File: config.mk
export PLATFORM = sky130hd
export DESIGN_NAME = gate_seq
export DESIGN_NICKNAME = d
export VERILOG_FILES = /design/src/rtl/gc_pkg.sv /design/src/rtl/gate_seq.sv
export SDC_FILE = /design/constraint.sdc
export NUM_CORES = 1
export LEC_CHECK = 0
export ABC_CLOCK_PERIOD_IN_PS = 2300
export CAP_MARGIN = 10
export CORE_AREA = 5 5 239 241
export CTS_CLUSTER_SIZE = 16
export DETAILED_ROUTE_END_ITERATION = 16
export DIE_AREA = 0 0 244 246
export PLACE_DENSITY_LB_ADDON = 0.2
export SLEW_MARGIN = 20
export SYNTH_ARGS = -nofsm -noshare
export SYNTH_HDL_FRONTEND = slang
export SYNTH_SLANG_ARGS = --single-unit
export TNS_END_PERCENT = 30
File: constraint.sdc
create_clock -name clk -period 2.3 [get_ports clk]
set_input_delay 0.46 -clock clk [delete_from_list [all_inputs] [get_ports clk]]
set_output_delay 0.46 -clock clk [all_outputs]
set_load 0.02 [all_outputs]
File: src/rtl/gc_pkg.sv
// Shared constants for the garbled-circuit gate sequencer: widths, gate types,
// descriptor field offsets and the sequencer state encoding.
package gc_pkg;

    localparam int unsigned GC_ID_W    = 13;
    localparam int unsigned GC_LABEL_W = 128;
    localparam int unsigned GC_CNT_W   = 13;

    // Gate type encodings shared with label_ctl and the crypto core
    localparam logic [1:0] GATE_AND = 2'd0;
    localparam logic [1:0] GATE_XOR = 2'd1;
    localparam logic [1:0] GATE_BUF = 2'd2;

    // Descriptor layout: {type, in1, in2, out}
    localparam int unsigned DESC_OUT_LSB  = 0;
    localparam int unsigned DESC_IN2_LSB  = GC_ID_W;
    localparam int unsigned DESC_IN1_LSB  = 2 * GC_ID_W;
    localparam int unsigned DESC_TYPE_LSB = 3 * GC_ID_W;
    localparam int unsigned DESC_W        = 3 * GC_ID_W + 2;

    typedef enum logic [3:0] {
        ST_IDLE = 4'd0,
        ST_RD   = 4'd1,
        ST_RDW  = 4'd2,
        ST_F1   = 4'd3,
        ST_F1W  = 4'd4,
        ST_F2   = 4'd5,
        ST_F2W  = 4'd6,
        ST_CORE = 4'd7,
        ST_RES  = 4'd8,
        ST_ST   = 4'd9,
        ST_STW  = 4'd10,
        ST_NEXT = 4'd11
    } gs_state_e;

endpackage

File: src/rtl/gate_seq.sv
// gate_seq: walks a netlist pass gate by gate. For each gate it reads the
// descriptor, fetches the input label(s) through label_ctl, hands the label to
// the crypto core, and stores the core's result under the gate's output wire.
// Ports:
//   clk, rst_n                       clock, async active-low reset
//   start, num_gates                 pass request (num_gates sampled on start)
//   busy, done, err                  pass status; err is sticky until next start
//   gate_addr, gate_rd, gate_rd_valid, gate_desc      descriptor memory
//   wire_id_read, id_1_strobe, id_2_strobe, gate_type,
//   wire_id_write, store_strobe, label_wr,
//   lc_done, lc_label, lc_point                       label_ctl
//   core_valid, core_ready, core_label, core_point, core_type,
//   res_valid, res_label                              crypto core
module gate_seq
    import gc_pkg::*;
#(
    parameter int unsigned ID_W    = GC_ID_W,
    parameter int unsigned LABEL_W = GC_LABEL_W,
    parameter int unsigned CNT_W   = GC_CNT_W
) (
    input  logic                 clk,
    input  logic                 rst_n,
    input  logic                 start,
    input  logic [CNT_W-1:0]     num_gates,
    output logic                 busy,
    output logic                 done,
    output logic                 err,
    output logic [CNT_W-1:0]     gate_addr,
    output logic                 gate_rd,
    input  logic                 gate_rd_valid,
    input  logic [3*ID_W+1:0]    gate_desc,
    output logic [ID_W-1:0]      wire_id_read,
    output logic                 id_1_strobe,
    output logic                 id_2_strobe,
    output logic [1:0]           gate_type,
    output logic [ID_W-1:0]      wire_id_write,
    output logic                 store_strobe,
    output logic [LABEL_W-1:0]   label_wr,
    input  logic                 lc_done,
    input  logic [LABEL_W-1:0]   lc_label,
    input  logic [1:0]           lc_point,
    output logic                 core_valid,
    input  logic                 core_ready,
    output logic [LABEL_W-1:0]   core_label,
    output logic [1:0]           core_point,
    output logic [1:0]           core_type,
    input  logic                 res_valid,
    input  logic [LABEL_W-1:0]   res_label
);

    localparam int unsigned OUT_LSB  = 0;
    localparam int unsigned IN2_LSB  = ID_W;
    localparam int unsigned IN1_LSB  = 2 * ID_W;
    localparam int unsigned TYPE_LSB = 3 * ID_W;

    gs_state_e        state_q, state_d;
    logic [CNT_W-1:0] idx_q, idx_d;
    logic [CNT_W-1:0] num_q, num_d;
    logic [ID_W-1:0]  in2_q, in2_d;
    logic [ID_W-1:0]  out_q, out_d;
    logic [1:0]       type_q, type_d;

    logic               busy_d, done_d, err_d, gate_rd_d;
    logic [CNT_W-1:0]   gate_addr_d;
    logic [ID_W-1:0]    wire_id_read_d, wire_id_write_d;
    logic               id_1_strobe_d, id_2_strobe_d, store_strobe_d;
    logic [1:0]         gate_type_d;
    logic [LABEL_W-1:0] label_wr_d;
    logic               core_valid_d;
    logic [LABEL_W-1:0] core_label_d;
    logic [1:0]         core_point_d, core_type_d;

    logic [CNT_W-1:0]   idx_inc;

    assign idx_inc = idx_q + CNT_W'(1);

    // Next-state and next-output logic
    always_comb begin
        state_d         = state_q;
        idx_d           = idx_q;
        num_d           = num_q;
        in2_d           = in2_q;
        out_d           = out_q;
        type_d          = type_q;
        busy_d          = busy;
        done_d          = 1'b0;
        err_d           = err;
        gate_addr_d     = gate_addr;
        gate_rd_d       = 1'b0;
        wire_id_read_d  = wire_id_read;
        id_1_strobe_d   = 1'b0;
        id_2_strobe_d   = 1'b0;
        gate_type_d     = gate_type;
        wire_id_write_d = wire_id_write;
        store_strobe_d  = 1'b0;
        label_wr_d      = label_wr;
        core_valid_d    = core_valid;
        core_label_d    = core_label;
        core_point_d    = core_point;
        core_type_d     = core_type;

        case (state_q)
            ST_IDLE: begin
                if (start) begin
                    err_d = 1'b0;
                    num_d = num_gates;
                    idx_d = '0;
                    if (num_gates == '0) begin
                        done_d = 1'b1;
                    end else begin
                        busy_d      = 1'b1;
                        gate_addr_d = '0;
                        gate_rd_d   = 1'b1;
                        state_d     = ST_RD;
                    end
                end
            end
            ST_RD: state_d = ST_RDW;
            ST_RDW: begin
                if (gate_rd_valid) begin
                    in2_d          = gate_desc[IN2_LSB +: ID_W];
                    out_d          = gate_desc[OUT_LSB +: ID_W];
                    type_d         = gate_desc[TYPE_LSB +: 2];
                    wire_id_read_d = gate_desc[IN1_LSB +: ID_W];
                    gate_type_d    = gate_desc[TYPE_LSB +: 2];
                    id_1_strobe_d  = 1'b1;
                    state_d        = ST_F1;
                end
            end
            ST_F1: state_d = ST_F1W;
            ST_F1W: begin
                if (lc_done) begin
                    if (type_q == GATE_BUF) begin
                        // Single-input gate: hand the first label straight to the core
                        core_label_d = lc_label;
                        core_point_d = 2'd0;
                        core_type_d  = type_q;
                        core_valid_d = 1'b1;
                        state_d      = ST_CORE;
                    end else begin
                        wire_id_read_d = in2_q;
                        id_2_strobe_d  = 1'b1;
                        state_d        = ST_F2;
                    end
                end
            end
            ST_F2: state_d = ST_F2W;
            ST_F2W: begin
                if (lc_done) begin
                    core_label_d = lc_label;
                    core_point_d = lc_point;
                    core_type_d  = type_q;
                    core_valid_d = 1'b1;
                    state_d      = ST_CORE;
                end
            end
            ST_CORE: begin
                if (core_ready) begin
                    core_valid_d = 1'b0;
                    state_d      = ST_RES;
                end
            end
            ST_RES: begin
                if (res_valid) begin
                    label_wr_d      = res_label;
                    wire_id_write_d = out_q;
                    store_strobe_d  = 1'b1;
                    state_d         = ST_ST;
                end
            end
            ST_ST: state_d = ST_STW;
            ST_STW: begin
                if (lc_done) begin
                    state_d = ST_NEXT;
                end
            end
            ST_NEXT: begin
                if (idx_inc == num_q) begin
                    done_d  = 1'b1;
                    busy_d  = 1'b0;
                    state_d = ST_IDLE;
                end else begin
                    idx_d       = idx_inc;
                    gate_addr_d = idx_inc;
                    gate_rd_d   = 1'b1;
                    state_d     = ST_RD;
                end
            end
            default: state_d = ST_IDLE;
        endcase

        // Unexpected handshakes flag an error; their data is never used
        if (lc_done && !(state_q inside {ST_F1W, ST_F2W, ST_STW})) begin
            err_d = 1'b1;
        end
        if (res_valid && (state_q != ST_RES)) begin
            err_d = 1'b1;
        end
    end

    // State and output registers
    always_ff @(posedge clk or negedge rst_n) begin
        if (!rst_n) begin
            state_q       <= ST_IDLE;
            idx_q         <= '0;
            num_q         <= '0;
            in2_q         <= '0;
            out_q         <= '0;
            type_q        <= '0;
            busy          <= 1'b0;
            done          <= 1'b0;
            err           <= 1'b0;
            gate_addr     <= '0;
            gate_rd       <= 1'b0;
            wire_id_read  <= '0;
            id_1_strobe   <= 1'b0;
            id_2_strobe   <= 1'b0;
            gate_type     <= '0;
            wire_id_write <= '0;
            store_strobe  <= 1'b0;
            label_wr      <= '0;
            core_valid    <= 1'b0;
            core_label    <= '0;
            core_point    <= '0;
            core_type     <= '0;
        end else begin
            state_q       <= state_d;
            idx_q         <= idx_d;
            num_q         <= num_d;
            in2_q         <= in2_d;
            out_q         <= out_d;
            type_q        <= type_d;
            busy          <= busy_d;
            done          <= done_d;
            err           <= err_d;
            gate_addr     <= gate_addr_d;
            gate_rd       <= gate_rd_d;
            wire_id_read  <= wire_id_read_d;
            id_1_strobe   <= id_1_strobe_d;
            id_2_strobe   <= id_2_strobe_d;
            gate_type     <= gate_type_d;
            wire_id_write <= wire_id_write_d;
            store_strobe  <= store_strobe_d;
            label_wr      <= label_wr_d;
            core_valid    <= core_valid_d;
            core_label    <= core_label_d;
            core_point    <= core_point_d;
            core_type     <= core_type_d;
        end
    end

endmodule
* Word-level counts from Yosys, hierarchy flattened
Cells that the tools add are included.
Storage, ports and cells: register bits after elaboration 365, input bits 319, logic and storage cells 132
Operators by class: add/sub/neg operators 1, equality and inequality tests 26, multiplexer cells 61, reductions and logical operators 23
Operator list (count):
- $mux 128 | 3
- $pmux 128 s2 | 1
- $mux 13 | 7
- $pmux 13 s2 | 3
- $pmux 4 s12 | 1
- $mux 4 | 8
- $mux 1 | 25
- $ne 2x2->1 const B | 12
- $eq 4x3->1 const B | 4
- $eq 4x4->1 const B | 4
- $reduce_and 4->1 | 4
- $mux 2 | 7
- $add 13x1->13 const B | 1
- $eq 13x13->1 | 1
- $logic_not 13->1 | 1
- $reduce_bool 3->1 | 4
- $eq 4x2->1 const B | 2
- $pmux 2 s2 | 2
- $reduce_and 2->1 | 4
- $reduce_and 8->1 | 1
- $pmux 1 s2 | 3
- $reduce_bool 2->1 | 3
- $reduce_and 5->1 | 1
- $eq 4x1->1 const B | 1
- 7 further kinds | 8

* Depth between registers and ports, before layout
depth in word-level cells 6, depth in mapped cells 10, mapped depth without buffers 8

* Worst setup path before layout
No wires, ideal clock.
kind register -> register, from reg idx_q[0], to reg idx_q[0], arrival 2.408 ns, setup slack -0.233 ns, stages on the path, launching flop included 10, path buffers 1, clock period less this slack 2.533 ns, cell sequence dfrtp_1 > ha_1 > xor2_1 > a211oi_1 > or3b_1 > nor4_2 > nand3_2 > and2_1 > buf_2 > mux2_2
Between the ends: cells in the longest elaborated chain, start to end 4, elaborated cells between the ends (all ways) 6
RTL lines:
- start: declaration | RTL line gate_seq.sv:57 | logic [CNT_W-1:0] idx_q, idx_d;
- start signal: assignment | RTL line gate_seq.sv:228 | idx_q <= idx_d;
- $add 13x1->13 * | RTL line gate_seq.sv:75 | assign idx_inc = idx_q + CNT_W'(1);
- $eq 13x13->1 | RTL line gate_seq.sv:178 | if (idx_inc == num_q) begin
- $ne 2x2->1 (no source line)
- $reduce_and 3->1 (no source line)
Mark *: on every way between the ends. The rest lies on a longest branch, timed or not. The select of a mux whose other input is x is not followed. A chain may end at the register's enable or synchronous reset.

* Worst setup path after layout
Ends and elaborated chain as after synthesis.

==> flow_summary.ini <==
[critical_path]
start_kind = flip-flop
r2r_slack_ns = -0.12
critPathSlowestCell = or3b_4
reg2reg_to = idx_q[0]
cp_cell_sequence = ha_4, xor2_1, a211oi_2, or3b_4, nor4_4, nand3_4, and2_4, mux2_2
required_ns = 2.73
crit_buf_inv = 0
crit_fanout = 7
end_kind = flip-flop
reg2reg_depth = 8
crit_cells = 8
critPathKind = reg2reg
worstPathArrival_ns = 2.85
max_stage_delay_ns = 0.43
r2r-start = idx_q[0]
crit_family = simple AND/OR/NAND/NOR gates

[pwr]
power_density_nw_per_um2 = 1370
clkPwrFrac = 0.210
switching_share = 0.358
pwr-share-seq = 0.337
combPwrFrac = 0.453
power_switching_uw = 11600
power.total_uw = 32400
intPower_uw = 20800
max-vdd-ir-drop_v = 0.000579
power_leakage_uw = 0.0106

[hold_path]
min_to = label_wr[114]
min_path_type = in2reg
holdPathStages = 3
worstHoldStart = res_label[114]

[cells_and_area]
layout-drive-gt1-share = 0.174
nets = 2254
postLayoutCoreUtil = 0.433
area_delta_synth_final_pct = 63.9

[synthesis]
syn_nets = 1570
synth_area_um2 = 14400
synthCells = 1250
synth_edf_count = 0
synth-seq-area-share = 0.632
synthDistinctLibCells = 56
yosysWarnings = 0
avgSynthCellArea_um2 = 11.6
ys_seq_elements = 365
synth-main-ff-cell = dfrtp_1
synthArstFlopShare = 1.00

[global_route]
grt_use_total = 0.169
grt_pass1_wl_um = 78700
antenna_found_initial = 6
grt_max_degree = 108
grt_pass1_vias = 12300
grt-ovfl-total = 0

[placement]
dp_hpwl_um = 40900
port_buffers = 627
gp_congestion = 0.833

[outcome]
status = complete, but fails checks
violations = negative setup slack

[floorplanning]
num_io_pins = 628
die_h_um = 246
placementRows = 86
dieArea_um2 = 60000
start_util = 0.264
die_w_um = 244
core_um2 = 54700

[detailed_routing]
drt_iter0_drc = 477
wl_per_cell_um = 19.9
drt_first_pass_iters = 5
viasPerCell = 4.33
drc_errors = 0
drtAntennaViolNets = 0
drt-total-wl_um = 53300
vias = 11600

[cts]
clock-sinks = 365
clk_latency_ns = 0.57
cts_buffers = 43
clock-root-buffer = clkbuf_16
tritoncts = built
ctsLongestPathBuffers = 3
h-tree-depth = 2
clk_pin_slew_ns = 0.06

[sta]
finalClockSkew_ns = 0.0306
slew_viol_final = 0
maxSlewHeadroom = 0.607
max_freq_ghz = 0.414
finalCritPeriodShare = 1.05
worst_slew_pin_slew_ns = 0.590
finalHoldViolCount = 0
post-route-min-period_ns = 2.42
rsz0062_at_grt = true
setup-violations-final = 25
setup_ws_ns = -0.118

[job]
maxCapViolCount = 0
-- per-stage QoR --
| step | setup TNS (ns) | std cells | worst slack [ns] | instance area [um^2] | hold WS [ns] |
|---|---|---|---|---|---|
| 2_1_floorplan | -0.307 | 1250 | -0.111 | 14500 | 0.164 |
| 3_3_place_gp | -2.24 | 2588 | -0.120 | 22100 | 0.435 |
| 3_5_place_dp | -2.30 | 2588 | -0.124 | 22100 | 0.433 |
| 4_1_cts | -0.719 | 2666 | -0.0943 | 23500 | 0.372 |
| 5_1_grt | -4.10 | 2669 | -0.195 | 23700 | 0.395 |
| 6_report | -1.48 | 2673 | -0.118 | 23700 | 0.418 |
-- per-layer routing --
layer / track usage / wire length [um] / up-vias
li1: - / - / 5479
met4: 0.0407 / 1180 / 2
met3: 0.0694 / 4830 / 68
met2: 0.301 / 27100 / 425
met5: 0 / 13 / -
met1: 0.190 / 20200 / 5612
-- cells in the final DEF (no fill, tap or decap), types with 12 or more instances in the layout --
master | netlist | routed
buf_12 | 0 | 12
xnor2_1 | 17 | 17
clkbuf_16 | 0 | 44
nand2_1 | 467 | 466
dfrtp_1 | 365 | 364
o21ai_0 | 12 | 12
buf_4 | 1 | 60
mux2i_1 | 19 | 19
mux2_2 | 166 | 166
clkdlybuf4s50_1 | 0 | 626
-- registers in the layout, indices dropped and copies added, names as in the netlist --
| signal | count |
|---|---|
| num_q | 13 |
| label_wr | 128 |
| wire_id_read | 13 |
| done | 1 |
| core_label | 128 |
| store_strobe | 1 |
| gate_rd | 1 |
| err | 1 |
| busy | 1 |
| gate_addr | 13 |
| out_q | 13 |
| type_q | 2 |
| wire_id_write | 13 |
| core_point | 2 |
| id_1_strobe | 1 |
| idx_q | 13 |
| core_type | 2 |
| in2_q | 13 |
| id_2_strobe | 1 |
| state_q | 4 |
| core_valid | 1 |
-- power by group through the flow --
| stage | logic, uW | registers (uW) | clock network [uW] |
|---|---|---|---|
| 6_report | 14700 | 10900 | 6820 |
| 5_1_grt | 15600 | 11300 | 7320 |
| 4_1_cts | 14700 | 10900 | 7060 |
| 3_5_place_dp | 14600 | 11000 | 0 |
| 3_3_place_gp | 14600 | 10900 | 0 |
| 2_1_floorplan | 4270 | 13600 | 0 |
-- synthesized netlist by cell type (all sizes together), types with 2 or more instances --
master	n	area [um^2]
a21o	2	15.0
a21oi	12	63.8
a22o	3	26.3
and2	5	31.3
buf	17	86.3
clkbuf	49	184
dfrtp	365	9130
inv	4	15.0
mux2	170	1910
mux2i	19	190
nand2	468	1760
nand2b	2	12.5
nand3	11	70.1
nand4	3	25.0
nor2	12	52.6
nor2b	5	31.3
nor3	8	45.0
nor4	5	52.6
o21ai	24	120
o22a	2	17.5
o2bb2ai	16	140
o31ai	2	15.0
or4	3	22.5
xnor2	17	149
xnor3	2	45.0
xor2	8	70.1
-- worst max path at each step --
stage | from | to
floorplan | idx_q[0] | idx_q[0]
CTS | idx_q[0] | idx_q[0]
detailed placement | idx_q[0] | gate_addr[3]
finish | idx_q[0] | idx_q[0]
global placement | idx_q[0] | idx_q[0]
global route | idx_q[0] | idx_q[0]
-- worst reg2reg max path, cell delays in order (launching register included) --
cell and delay (ns):
dfrtp_2 0.42, ha_4 0.25, xor2_1 0.18, a211oi_2 0.19
or3b_4 0.43, nor4_4 0.20, nand3_4 0.16, and2_4 0.23
mux2_2 0.26
-- timing repair --
action | 4_1_cts | 5_1_grt
endpoints found under the setup margin | 30 | 30
hold buffers | 1 | 0
resized for setup | 8 | 16
hold endpoints to repair | 37 | 0
cloned | 0 | 1
setup buffers | 1 | 2
pin swaps | 4 | 5
-- layout make-up --
type	count	area (um^2)
tap	704	881
sequential	365	9140
clock buffer	66	1290
clock inverter	10	121
fill	5139	31000
inverter	4	17.5
timing repair buffer	705	7040
antenna	4	10.0
multi-input combinational	815	5170
-- cells by family (layout without fill, tap and decap cells) --
| group | after synthesis | after routing | share of synthesized area |
|---|---|---|---|
| and+or+nand+nor | 529 | 529 | 0.149 |
| adders and majority gates | 1 | 1 | 0.000866 |
| DFF | 365 | 365 | 0.632 |
| buffers and inverters | 70 | 785 | 0.0198 |
| muxes | 189 | 189 | 0.146 |
| other | 0 | 4 | 0 |
| AOI/OAI and AO/OA | 68 | 68 | 0.0320 |
| xor gates and xnor gates | 28 | 28 | 0.0199 |
No activity file was read; power rests on OpenSTA's default activity.
